--- src/rtl/noc_router_input.sv ---
// NoC router input stage: per-VC FIFOs fed from one link, with a per-VC route FSM
// that binds each buffered packet to a single output port until its last flit leaves.
module noc_router_input #(
  parameter int unsigned              FLIT_WIDTH   = 32,
  parameter int unsigned              VCHANNELS    = 7,
  parameter int unsigned              OUTPUTS      = 7,
  parameter int unsigned              DESTS        = 8,
  parameter logic [DESTS*OUTPUTS-1:0] ROUTES       = '0,
  parameter int unsigned              BUFFER_DEPTH = 4
) (
  input  logic                                  clk,
  input  logic                                  rst,
  input  logic [FLIT_WIDTH-1:0]                 in_flit,
  input  logic                                  in_last,
  input  logic [VCHANNELS-1:0]                  in_valid,
  output logic [VCHANNELS-1:0]                  in_ready,
  output logic [VCHANNELS-1:0][FLIT_WIDTH-1:0]  out_flit,
  output logic [VCHANNELS-1:0]                  out_last,
  output logic [VCHANNELS-1:0][OUTPUTS-1:0]     out_valid,
  input  logic [VCHANNELS-1:0][OUTPUTS-1:0]     out_ready
);

  localparam int unsigned DEST_WIDTH = (DESTS > 1) ? $clog2(DESTS) : 1;
  localparam int unsigned PTR_W      = $clog2(BUFFER_DEPTH);
  localparam int unsigned CNT_W      = $clog2(BUFFER_DEPTH + 1);

  typedef enum logic [1:0] {IDLE, ACTIVE, DROP} state_e;

  logic [FLIT_WIDTH:0]  mem_q       [VCHANNELS][BUFFER_DEPTH];
  logic [PTR_W-1:0]     wr_ptr_q    [VCHANNELS];
  logic [PTR_W-1:0]     rd_ptr_q    [VCHANNELS];
  logic [CNT_W-1:0]     count_q     [VCHANNELS];
  state_e               state_q     [VCHANNELS];
  state_e               state_d     [VCHANNELS];
  logic [OUTPUTS-1:0]   cur_route_q [VCHANNELS];
  logic [OUTPUTS-1:0]   cur_route_d [VCHANNELS];

  logic [FLIT_WIDTH:0]  head        [VCHANNELS];
  logic [VCHANNELS-1:0] nonempty;
  logic [VCHANNELS-1:0] not_full;
  logic [VCHANNELS-1:0] push;
  logic [VCHANNELS-1:0] pop;
  logic [VCHANNELS-1:0] lowest;
  logic                 multi_hot;

  // in_ready comes from the registered count only; a multi-hot in_valid is
  // narrowed to its lowest set VC so at most one FIFO is ever written.
  always_comb begin
    for (int unsigned v = 0; v < VCHANNELS; v++) begin
      head[v]     = mem_q[v][rd_ptr_q[v]];
      nonempty[v] = (count_q[v] != '0);
      not_full[v] = (count_q[v] != CNT_W'(BUFFER_DEPTH));
    end
    lowest    = in_valid & (~in_valid + VCHANNELS'(1));
    multi_hot = ((in_valid & (in_valid - VCHANNELS'(1))) != '0);
    in_ready  = not_full & (multi_hot ? lowest : '1) & {VCHANNELS{~rst}};
    push      = in_valid & in_ready;
  end

  always_ff @(posedge clk) begin
    for (int unsigned v = 0; v < VCHANNELS; v++) begin
      if (push[v]) mem_q[v][wr_ptr_q[v]] <= {in_last, in_flit};
    end
  end

  always_ff @(posedge clk or posedge rst) begin
    if (rst) begin
      for (int unsigned v = 0; v < VCHANNELS; v++) begin
        wr_ptr_q[v] <= '0;
        rd_ptr_q[v] <= '0;
        count_q[v]  <= '0;
      end
    end else begin
      for (int unsigned v = 0; v < VCHANNELS; v++) begin
        if (push[v]) wr_ptr_q[v] <= wr_ptr_q[v] + PTR_W'(1);
        if (pop[v])  rd_ptr_q[v] <= rd_ptr_q[v] + PTR_W'(1);
        case ({push[v], pop[v]})
          2'b10:   count_q[v] <= count_q[v] + CNT_W'(1);
          2'b01:   count_q[v] <= count_q[v] - CNT_W'(1);
          default: count_q[v] <= count_q[v];
        endcase
      end
    end
  end

  always_ff @(posedge clk or posedge rst) begin
    if (rst) begin
      for (int unsigned v = 0; v < VCHANNELS; v++) begin
        state_q[v]     <= IDLE;
        cur_route_q[v] <= '0;
      end
    end else begin
      for (int unsigned v = 0; v < VCHANNELS; v++) begin
        state_q[v]     <= state_d[v];
        cur_route_q[v] <= cur_route_d[v];
      end
    end
  end

  // Route lookup scans the table so an out-of-range dest yields a zero entry.
  always_comb begin
    logic [DEST_WIDTH-1:0] dest;
    logic [OUTPUTS-1:0]    entry;
    for (int unsigned v = 0; v < VCHANNELS; v++) begin
      state_d[v]     = state_q[v];
      cur_route_d[v] = cur_route_q[v];
      dest           = head[v][FLIT_WIDTH-1 -: DEST_WIDTH];
      entry          = '0;
      for (int unsigned d = 0; d < DESTS; d++) begin
        if (dest == DEST_WIDTH'(d)) entry = ROUTES[d*OUTPUTS +: OUTPUTS];
      end
      case (state_q[v])
        IDLE: begin
          if (nonempty[v]) begin
            if (entry != '0) begin
              cur_route_d[v] = entry;
              state_d[v]     = ACTIVE;
            end else begin
              state_d[v] = DROP;
            end
          end
        end
        ACTIVE, DROP: begin
          if (pop[v] && head[v][FLIT_WIDTH]) state_d[v] = IDLE;
        end
        default: state_d[v] = IDLE;
      endcase
    end
  end

  always_comb begin
    for (int unsigned v = 0; v < VCHANNELS; v++) begin
      out_flit[v]  = head[v][FLIT_WIDTH-1:0];
      out_last[v]  = nonempty[v] & head[v][FLIT_WIDTH];
      out_valid[v] = '0;
      pop[v]       = 1'b0;
      case (state_q[v])
        ACTIVE: begin
          out_valid[v] = cur_route_q[v] & {OUTPUTS{nonempty[v]}};
          pop[v]       = nonempty[v] && ((cur_route_q[v] & out_ready[v]) != '0);
        end
        DROP:    pop[v] = nonempty[v];
        default: pop[v] = 1'b0;
      endcase
    end
  end

endmodule

--- config.mk ---
export PLATFORM = sky130hd
export DESIGN_NAME = noc_router_input
export DESIGN_NICKNAME = d
export VERILOG_FILES = /design/src/rtl/noc_router_input.sv
export SDC_FILE = /design/constraint.sdc
export NUM_CORES = 1
export LEC_CHECK = 0
export ABC_AREA = 1
export BUFFER_PORTS_ARGS = -buffer_cell sky130_fd_sc_hd__buf_2
export CAP_MARGIN = 20
export CORE_ASPECT_RATIO = 0.7
export CORE_MARGIN = 4
export CORE_UTILIZATION = 40
export DETAILED_ROUTE_END_ITERATION = 16
export GPL_ROUTABILITY_DRIVEN = 0
export PLACE_DENSITY = 0.57
export SKIP_CTS_REPAIR_TIMING = 1
export SKIP_LAST_GASP = 1
export SYNTH_ARGS = -nofsm -noshare
export SYNTH_HDL_FRONTEND = slang
export SYNTH_SLANG_ARGS = --single-unit
--- constraint.sdc ---
create_clock -name clk -period 4.3 [get_ports clk]
set_clock_uncertainty 0.15 [all_clocks]
set_input_delay 0.86 -clock clk [delete_from_list [all_inputs] [get_ports clk]]
set_output_delay 0.86 -clock clk [all_outputs]
set_load 0.03 [all_outputs]
==> out/summary.txt, run 1 <==
=================================================================================================================
Status                                                                                               complete, no violations
Total Nets Final                                                                                             3122
Instance area after placement                                                                          0.0405 mm²
CP Cell Sequence                                                                                     inv_1, buf_4, o21ai_0, o22ai_1, buf_2
Largest family of logic cells by synthesized area                                                    compound AO/OA/AOI/OAI gates
CTS H-Tree Depth                                                                                                3
Total congestion overflow after global routing                                                                  0
Arithmetic-cell share of the synthesized area counting full adders, half adders and majority gates         0.0154
Post-synthesis simple-gate area fraction                                                                   0.0669
TritonCTS Buffers                                                                                              94
Ratio of cells with drive above 1 in the final layout                                                       0.172
Final wirelength                                                                                        101000 µm
FMAX                                                                                                    0.263 GHz
TritonCTS clock tree                                                                                         done
Total leakage power                                                                                       15.1 nW
Hold violation total from the final report                                                                      0
Ratio of total power to cell area                                                                      732 mW/mm²
Combined global-route utilization of all metal layers                                                       0.199
Setup TNS Final                                                                                              0 ns
Area inside the core boundary                                                                          0.0926 mm²
Cell area after technology mapping                                                                     0.0377 mm²
Seq/Total Area, Yosys                                                                                       0.774
Total power draw                                                                                          32.0 mW
CP Data Arrival Time                                                                                      2.80 ns
Synthesis warning total                                                                                         0
Slew Limit Headroom                                                                                         0.355
Xor and xnor area share after synthesis                                                                   0.00535
Wire length of the first global-routing pass                                                            146000 µm
Type of the setup path with the least slack                                                               reg2out
Least setup slack across all paths after layout                                                          0.493 ns
# rows                                                                                                         93
Maximum buffer depth of the clock tree                                                                          3
Critical Path End Type                                                                                 output pin
Post-Place Setup Slack                                                                                   0.621 ns
Peak supply drop                                                                                       0.000538 V
Proportion of synthesized area in mux cells                                                                     0
Insertion delay of the later-clocked pin in the worst-skew pair                                           0.66 ns
Antenna violations before repair                                                                               11
Synth unique cells                                                                                             26
Max Slew Vio Count                                                                                              0
Die span in x                                                                                              375 µm
Ratio of routed vias to standard cells                                                                       5.33
Post-CTS clock slew at the launch and capture registers of the worst setup and hold paths                 0.06 ns
Maximum single-stage delay on the critical path                                                           0.55 ns
Filler Cell Count                                                                                            8098
Max_cap viols                                                                                                   0
Half-perimeter wire length after placement                                                               57100 µm
Slowest-stage cell, CP                                                                                      buf_4
# setup viols final                                                                                             0
Worst hold slack                                                                                         0.172 ns
Antenna violation net count after detailed routing                                                              0
Register Area                                                                                          0.0292 mm²
Initial detailed-routing violation count                                                                     2012
Count of TritonRoute iterations in the first routing pass                                                       6
Count of buffers from port buffering                                                                          279
Unrepaired setup endpoints after global routing                                                                no
Clk root buf                                                                                            clkbuf_16
Post-synthesis compound-gate area fraction                                                                  0.104
Die outline area                                                                                       0.0992 mm²
Vias after detailed routing                                                                                 23000
Synth-to-Final Area Change                                                                                  16.1%
Area of combinational cells with multiple inputs                                                      0.00752 mm²
Least-Margin Pin Slew                                                                                    0.968 ns
Initial core utilization                                                                                    0.407
Average instance area after synthesis                                                                    14.0 µm²
Maximum fanout along the worst path                                                                            56
DIE HEIGHT                                                                                                 265 µm
Mapped Cells                                                                                                 2695
Number of I/O pins                                                                                            378
DRC Markers                                                                                                     0
Cell type group with the largest total delay on the critical path                                    buffers and inverters
Period utilization                                                                                          0.885
FF+latch count, synth                                                                                         980
Vias in the first global route                                                                              22200
Min Tclk post-route                                                                                       3.81 ns
Required time of the worst setup path                                                                     3.29 ns
Total clock sinks                                                                                             980
Largest net degree at the start of global routing                                                              68
Post-route cell area                                                                                   0.0437 mm²
Class of the tightest hold or removal check                                                              in2async
Setup crit start kind                                                                                        flop
WP buf/inv                                                                                                      3
Avg WL per Cell                                                                                           23.5 µm
=================================================================================================================
## layout by cell type (no fill, tap or decap), types with 7 or more instances in the layout
master and n:
inv_1 98, xnor2_1 9, buf_2 279, fa_1 7, nand2_1 66, clkinv_1 26, a21oi_1 25, nor3_1 13
clkbuf_16 95, ha_1 35, bufinv_16 12, nand3_1 7, xor2_1 14, conb_1 49, nor2_4 9, clkbuf_1 10
o21ai_0 463, nor2_2 20, buf_4 53, edfxtp_1 924, a32o_1 7, dfrtp_2 7, nand4_1 10, dfrtp_1 49
nor2_1 506, o22ai_1 224, clkinv_2 23
## Yosys cell counts
cell,count,area share
nor3_1,13,0.0017
fa_1,7,0.0037
conb_1,1,0.00010
nand2_1,66,0.0066
a32o_1,7,0.0019
o22ai_1,224,0.037
nand4_2,1,0.00033
nand3_2,1,0.00027
clkbuf_1,140,0.014
a31oi_1,2,0.00033
edfxtp_1,924,0.74
a21oi_1,25,0.0033
dfrtp_1,56,0.037
nor2_4,1,0.00030
nand3_1,7,0.00093
nand3_4,4,0.0019
buf_2,1,0.00013
xor2_1,14,0.0033
nor2_1,534,0.053
xnor2_1,9,0.0021
inv_1,100,0.010
o21ai_0,463,0.062
clkinv_1,1,0.00010
ha_1,35,0.012
buf_4,49,0.0098
nand4_1,10,0.0017
## final cells by class
type	count	share of cell area
antenna	5	0.000286
clock buffer	105	0.0552
clock inverter	73	0.0164
inverter	101	0.00870
multi-input combinational	1472	0.172
sequential	980	0.667
tap	1235	0.0353
timing repair buffer	340	0.0453
## final timing paths
kind	from	to	slack, ns	cells after the start
max	rd_ptr_q[8]	out_flit[82]	0.49	5
min in group clk	count_q[3]	count_q[3]	0.36	1
max reg2reg	count_q[9]	count_q[11]	1.80	9
max in group asynchronous	rst	rd_ptr_q[4]	3.10	3
min reg2reg	count_q[3]	count_q[3]	0.36	1
min	rst	wr_ptr_q[9]	0.17	2
## metrics by stage
step / instances / util
6_report: 4311 / 0.472
5_1_grt: 4306 / 0.472
4_1_cts: 4303 / 0.471
3_5_place_dp: 4125 / 0.437
3_3_place_gp: 4123 / 0.437
2_1_floorplan: 2743 / -
## report_power, final
part           switching (mW)  internal, mW
clock network            3.57          4.80
logic                    9.19          3.18
registers               0.250          11.0
total                    13.0          19.0
## registers in the layout, summed over array words and instances (netlist names)
signal	count
state_q	7
wr_ptr_q	14
rd_ptr_q	14
mem_q	924
count_q	21
## layer usage
layer	global-route usage	vias up	routed length, µm	part of all wire
met1	0.282	11600	43700	0.43
met4	0.0600	6	2650	0.026
li1	-	10400	-	-
met3	0.0373	147	7660	0.076
met5	0	-	39	0.00039
met2	0.314	767	47200	0.47
## cells by family (layout without fill, tap and decap cells)
kind of cell             Yosys count  count (layout)
flip-flops                       980             980
AO/OA/AOI/OAI                    721             721
AND/OR/NAND/NOR                  637             637
buffers and inverters            291             619
adder cells (fa/ha/maj)           42              42
XOR/XNOR                          23              23
other                              1              54
Note: power is estimated with default switching activity, not from simulation.
==> run 2, diff against run 1 <==
Settings changed: CAP_MARGIN 20 to 25, CORE_UTILIZATION 40 to 59, PLACE_DENSITY 0.57 to 0.79.
==> run 2 against run 1 <==
Effect of this change:
- setup slack got worse by 0.16 ns
- sequential power is essentially flat
- sequential share of layout area increased by 1.7 points
- core utilization rose by 20 points
- hold slack got worse by 0.040 ns
- register-to-register slack improved by 0.09 ns
- highest routed layer unchanged
- die area fell by 31%
- sequential cell count did not move
- global-route usage rose by 6.9 points
- clock power is 12% lower
- first-iteration DRC count increased by 37%
- critical path type unchanged
- final cell count shrank 10%
==> out/summary.txt, run 2 (synthesis results as in run 1) <==
========================================================================================================
Status                                                                                      complete, no violations   unchanged
DRC Markers                                                                                            0   unchanged
Combined global-route utilization of all metal layers                                              0.268   was 0.199
Min Tclk post-route                                                                              3.97 ns   was 3.81 ns
Initial detailed-routing violation count                                                            2749   was 2012
Clk root buf                                                                                   clkbuf_16   unchanged
Ratio of routed vias to standard cells                                                              5.97   was 5.33
Setup slack, reg-to-reg                                                                          1.89 ns   was 1.80 ns
Instance area after placement                                                                 0.0399 mm²   was 0.0405 mm²
Final wirelength                                                                                91900 µm   was 101000 µm
Total congestion overflow after global routing                                                         0   unchanged
Largest net degree at the start of global routing                                                     68   unchanged
Count of TritonRoute iterations in the first routing pass                                              5   was 6
Number of cells in the finished layout apart from fillers                                           3878   was 4311
Leading cell types in the layout, fill and taps excluded                                    edfxtp_1, nor2_1, o21ai_0, buf_2, o22ai_1   unchanged
Unrepaired setup endpoints after global routing                                                       no   unchanged
Synth-to-Final Area Change                                                                         13.2%   was 16.1%
Type of the setup path with the least slack                                                      reg2out   unchanged
Flip-flop count of the largest register after layout                                                 924   unchanged
Wire length of the first global-routing pass                                                   134000 µm   was 146000 µm
Antenna violations before repair                                                                       8   was 11
Slew Limit Headroom                                                                                0.306   was 0.355
Ratio of total power to cell area                                                             720 mW/mm²   was 732 mW/mm²
Total power draw                                                                                 30.7 mW   was 32.0 mW
Setup crit start kind                                                                               flop   unchanged
Die span in x                                                                                     310 µm   was 375 µm
CTS H-Tree Depth                                                                                       3   unchanged
Area inside the core boundary                                                                 0.0632 mm²   was 0.0926 mm²
Setup TNS Final                                                                                     0 ns   unchanged
Post-route cell area                                                                          0.0426 mm²   was 0.0437 mm²
Placed cell count                                                                                   3716   was 4125
Total clock sinks                                                                                    980   unchanged
Post-CTS clock slew at the launch and capture registers of the worst setup and hold paths        0.07 ns   was 0.06 ns
Hold violation total from the final report                                                             0   unchanged
DIE HEIGHT                                                                                        219 µm   was 265 µm
Peak supply drop                                                                              0.000634 V   was 0.000538 V
Critical Path End Type                                                                        output pin   unchanged
Total Nets Final                                                                                    3109   was 3122
Final core utilization                                                                             0.674   was 0.472
Count of buffers from port buffering                                                                 279   unchanged
Maximum buffer depth of the clock tree                                                                 3   unchanged
Required time of the worst setup path                                                            3.29 ns   about the same
Vias in the first global route                                                                     22000   was 22200
TritonCTS clock tree                                                                                done   unchanged
Class of the tightest hold or removal check                                                     in2async   unchanged
Max_cap viols                                                                                          0   unchanged
Avg WL per Cell                                                                                  23.7 µm   was 23.5 µm
Insertion delay of the later-clocked pin in the worst-skew pair                                  0.65 ns   was 0.66 ns
# rows                                                                                                77   was 93
Max Slew Vio Count                                                                                     0   unchanged
Total leakage power                                                                              14.8 nW   was 15.1 nW
Ratio of cells with drive above 1 in the final layout                                              0.163   was 0.172
Number of I/O pins                                                                                   378   unchanged
Least-Margin Pin Slew                                                                            1.04 ns   was 0.968 ns
Antenna violation net count after detailed routing                                                     0   unchanged
Commonest non-fill, non-tap cell in the layout                                                  edfxtp_1   unchanged
Die outline area                                                                              0.0680 mm²   was 0.0992 mm²
TritonCTS Buffers                                                                                     86   was 94
Half-perimeter wire length after placement                                                      51700 µm   was 57100 µm
FMAX                                                                                           0.252 GHz   was 0.263 GHz
Vias after detailed routing                                                                        23100   was 23000
# setup viols final                                                                                    0   unchanged
Period utilization                                                                                 0.922   was 0.885
Initial core utilization                                                                           0.596   was 0.407
CP Data Arrival Time                                                                             2.96 ns   was 2.80 ns
Maximum fanout along the worst path                                                                   34   was 56
========================================================================================================
run 2: changes by cell type in the layout (fill, tap and decap cells not counted), moves of 5 or more:
cell / delta
clkbuf_1: +12
clkinv_1: -10
bufinv_16: -9
clkbuf_16: -9
nor2_2: +8
nor2_4: -8
clkinv_2: -5
run 2: worst paths after layout:
check	start	endpoint	cells past startpoint
max in group asynchronous	rst	rd_ptr_q[2]	3
max	rd_ptr_q[5]	out_last[4]	6
max reg2reg	count_q[15]	count_q[17]	9
min	rst	state_q[5]	2
min reg2reg	count_q[5]	count_q[5]	1
min in group clk	count_q[5]	count_q[5]	1
run 2: per-stage QoR:
step | hold slack [ns] | setup slack [ns]
floorplan | 0.319 | 0.321
global placement | 0.334 | 0.647
detailed placement | 0.346 | 0.655
CTS | 0.105 | 0.319
global route | 0.145 | 0.143
finish | 0.132 | 0.335
run 2: routing by layer:
| metal | track usage | routed length (µm) | share of wire | up-vias |
|---|---|---|---|---|
| met5 | 0 | 38 | 0.00041 | - |
| met4 | 0.0858 | 2600 | 0.028 | 6 |
| met3 | 0.0569 | 9780 | 0.11 | 148 |
| met2 | 0.421 | 43000 | 0.47 | 1068 |
| met1 | 0.382 | 36500 | 0.40 | 11500 |
| li1 | - | - | - | 10400 |
run 2: layout make-up:
class | instances | area [µm²]
Clock inverter | 45 | 355
Sequential cell | 980 | 29200
Fill cell | 4213 | 20600
Multi-Input combinational cell | 1472 | 7480
Clock buffer | 112 | 2290
Tap cell | 829 | 1040
Inverter | 101 | 380
Timing Repair Buffer | 335 | 1920
Antenna cell | 4 | 10.0
run 2: power by group:
part	switching, mW	internal (mW)	leakage, nW	total (mW)
Clock	3.34	3.97	1.30	7.32
Combinational	8.93	3.13	4.52	12.1
Sequential	0.301	11.0	8.98	11.3
Total	12.6	18.1	14.8	30.7
run 2: worst max-delay path: stages, from the launching register on:
cell	delay (ns)
dfrtp_1	0.37
buf_4	0.25
inv_1	0.80
a21oi_1	0.14
a32o_1	0.28
nor2_1	0.20
buf_2	0.24
==> run 3, diff against run 2 <==
--- a/config.mk
+++ b/config.mk
@@ -8,2 +8,3 @@
 export ABC_AREA = 1
+export ABC_CLOCK_PERIOD_IN_PS = 4300
 export BUFFER_PORTS_ARGS = -buffer_cell sky130_fd_sc_hd__buf_2
==> constraint.sdc (replaced) <==
create_clock -name clk -period 4.3 [get_ports clk]
set_clock_uncertainty 0.15 [all_clocks]
set_input_delay 0.43 -clock clk [delete_from_list [all_inputs] [get_ports clk]]
set_output_delay 0.43 -clock clk [all_outputs]
set_load 0.03 [all_outputs]
==> run 3 against run 2 <==
Effect of this change:
- first-iteration DRC count is 2.5% higher
- sequential cell count stayed put
- register-to-register slack worse by 0.06 ns
- core utilization is 0.26 points higher
- total power is 1.5% higher
- final cell count hardly changed
- critical path depth is 1 lower
- non-clock buffer count is 3 higher
- sequential power hardly changed
- combinational power hardly changed
- critical path type unchanged
- largest power group unchanged
==> out/summary.txt, run 3 (synthesis results as in run 1) <==
========================================================================================================
Antenna violation net count after detailed routing                                                     0   unchanged
Routed wl met3                                                                                   9090 µm   was 9780 µm
Least setup slack across all paths after layout                                                 0.694 ns   was 0.335 ns
Setup crit start kind                                                                               flop   unchanged
Die outline area                                                                              0.0680 mm²   unchanged
# rows                                                                                                77   unchanged
Slew Limit Headroom                                                                                0.282   was 0.306
Leading cell types in the layout, fill and taps excluded                                    edfxtp_1, nor2_1, o21ai_0, buf_2, o22ai_1   unchanged
Ratio of cells with drive above 1 in the final layout                                              0.163   about the same
Post-CTS clock slew at the launch and capture registers of the worst setup and hold paths        0.06 ns   was 0.07 ns
Endpoint with the worst hold slack                                                          wr_ptr_q[11]
Worst R2R Start                                                                               count_q[6]   was count_q[15]
Part of the power in combinational logic                                                           0.387   was 0.393
Initial core utilization                                                                           0.596   unchanged
Max Slew Vio Count                                                                                     0   unchanged
Count of TritonRoute iterations in the first routing pass                                              5   unchanged
Vias after detailed routing                                                                        23300   was 23100
Max_cap viols                                                                                          0   unchanged
Ratio of routed vias to standard cells                                                              5.99   was 5.97
Commonest non-fill, non-tap cell in the layout                                                  edfxtp_1   unchanged
Min-Delay Path Depth                                                                                   3
Sequential Power Share                                                                             0.362   was 0.369
TritonCTS Buffers                                                                                     88   was 86
WP buf/inv                                                                                             3   unchanged
Maximum single-stage delay on the critical path                                                  0.82 ns   was 0.80 ns
Uppermost layer routed                                                                              met5   unchanged
Area of combinational cells with multiple inputs                                             0.00748 mm²   unchanged
Setup slack, reg-to-reg                                                                          1.83 ns   was 1.89 ns
# setup viols final                                                                                    0   unchanged
Status                                                                                      complete, no violations   unchanged
Hold violation total from the final report                                                             0   unchanged
Total leakage power                                                                              14.9 nW   was 14.8 nW
Post-route cell area                                                                          0.0428 mm²   was 0.0426 mm²
Total clock sinks                                                                                    980   unchanged
Cell type group with the largest total delay on the critical path                           buffers and inverters   unchanged
Register Area                                                                                 0.0292 mm²   about the same
DRC Markers                                                                                            0   unchanged
Number of I/O pins                                                                                   378   unchanged
Routed metal-1 wire length                                                                      36300 µm   was 36500 µm
Clock share of power                                                                               0.251   was 0.238
TritonCTS clock tree                                                                                done   unchanged
Met2 WL                                                                                         44300 µm   was 43000 µm
Total congestion overflow after global routing                                                         0   unchanged
Maximum fanout along the worst path                                                                   34   unchanged
Antenna violations before repair                                                                       8   unchanged
Setup TNS Final                                                                                     0 ns   unchanged
Die span in x                                                                                     310 µm   unchanged
Power Internal                                                                                   18.6 mW   was 18.1 mW
Total Nets Final                                                                                    3114   was 3109
FMAX                                                                                           0.277 GHz   was 0.252 GHz
Avg WL per Cell                                                                                  23.9 µm   was 23.7 µm
Initial detailed-routing violation count                                                            2817   was 2749
Clk root buf                                                                                   clkbuf_16   unchanged
CP Data Arrival Time                                                                             3.03 ns   was 2.96 ns
Peak supply drop                                                                              0.000529 V   was 0.000634 V
Instance area after placement                                                                 0.0399 mm²   about the same
Slowest-stage cell, CP                                                                             inv_1   unchanged
Half-perimeter wire length after placement                                                      51600 µm   was 51700 µm
Class of the tightest hold or removal check                                                       in2reg   was in2async
Post-Place Setup Slack                                                                           1.36 ns   was 0.655 ns
CP Cell Sequence                                                                            buf_4, inv_1, o21ai_0, o22ai_1, buf_2   was buf_4, inv_1, a21oi_1, a32o_1, nor2_1, buf_2
Unrepaired setup endpoints after global routing                                                       no   unchanged
Placed cell count                                                                                   3714   was 3716
Wire length of the first global-routing pass                                                   135000 µm   was 134000 µm
Number of cells in the finished layout apart from fillers                                           3880   was 3878
Required time of the worst setup path                                                            3.72 ns   was 3.29 ns
Worst hold slack                                                                               0.0225 ns   was 0.132 ns
Final wirelength                                                                                92600 µm   was 91900 µm
Type of the setup path with the least slack                                                      reg2out   unchanged
Period utilization                                                                                 0.839   was 0.922
Maximum buffer depth of the clock tree                                                                 3   unchanged
Power spent charging and discharging nets                                                        12.6 mW   about the same
Vias in the first global route                                                                     22600   was 22000
Hold Crit Start                                                                              in_valid[1]
Largest net degree at the start of global routing                                                     68   unchanged
Synth-to-Final Area Change                                                                         13.6%   was 13.2%
Path depth of the worst reg2reg path                                                                   9   unchanged
Startpoint of the most critical setup path                                                   rd_ptr_q[3]   was rd_ptr_q[5]
Filler Cell Count                                                                                   4134   was 4213
Critical Path End Type                                                                        output pin   unchanged
Area inside the core boundary                                                                 0.0632 mm²   unchanged
Share of total power consumed by net switching                                                     0.404   was 0.409
Combined global-route utilization of all metal layers                                              0.268   about the same
CTS H-Tree Depth                                                                                       3   unchanged
Capturing point of the worst reg2reg path                                                     count_q[8]   was count_q[17]
DIE HEIGHT                                                                                        219 µm   unchanged
Insertion delay of the later-clocked pin in the worst-skew pair                                  0.64 ns   was 0.65 ns
Flip-flop count of the largest register after layout                                                 924   unchanged
Count of buffers from port buffering                                                                 279   unchanged
Ratio of total power to cell area                                                             728 mW/mm²   was 720 mW/mm²
Least-Margin Pin Slew                                                                            1.08 ns   was 1.04 ns
Min Tclk post-route                                                                              3.61 ns   was 3.97 ns
========================================================================================================
[run 3: power by group through the flow]
stage	Combinational, mW	Sequential, mW	Clock, mW
floorplan	8.17	11.5	0
global placement	11.6	11.4	0
detailed placement	12.0	11.5	0
CTS	12.0	11.3	7.89
global route	13.0	11.3	8.32
finish	12.1	11.3	7.81
[run 3: layout make-up]
| type | instances | area share |
|---|---|---|
| Tap cell | 829 | 0.0242 |
| Clock buffer | 110 | 0.0534 |
| Timing Repair Buffer | 338 | 0.0440 |
| Sequential cell | 980 | 0.681 |
| Inverter | 101 | 0.00886 |
| Multi-Input combinational cell | 1472 | 0.175 |
| Clock inverter | 48 | 0.0132 |
| Antenna cell | 2 | 0.000117 |
[run 3: worst max path at each step]
| stage | to | slack, ns | depth (start not counted) |
|---|---|---|---|
| after global routing | out_flit[171] | 0.50 | 5 |
| after detailed placement | count_q[19] | 1.36 | 7 |
| final | out_flit[171] | 0.69 | 5 |
| after global placement | out_flit[196] | 1.43 | 5 |
| after floorplan | mem_q[0][0] | 0.37 | 4 |
| after CTS | out_flit[169] | 0.69 | 5 |
[run 3: per-layer routing]
layer  global-route usage  vias to the layer above
met5                    0                        -
met4               0.0883                        8
met1                0.369                    11600
met2                0.434                     1114
li1                     -                    10400
met3               0.0571                      168
[run 3: tightest hold or removal path, cell delays in order]
cell,delay (ns)
buf_2,0.17
nand4_1,0.10
nand2_1,0.05
[run 3: per-stage QoR]
stage / utilization / total power [mW]
detailed placement: 0.631 / 23.4
finish: 0.677 / 31.2
CTS: 0.676 / 31.2
floorplan: - / 19.6
global route: 0.677 / 32.6
global placement: 0.631 / 23.0
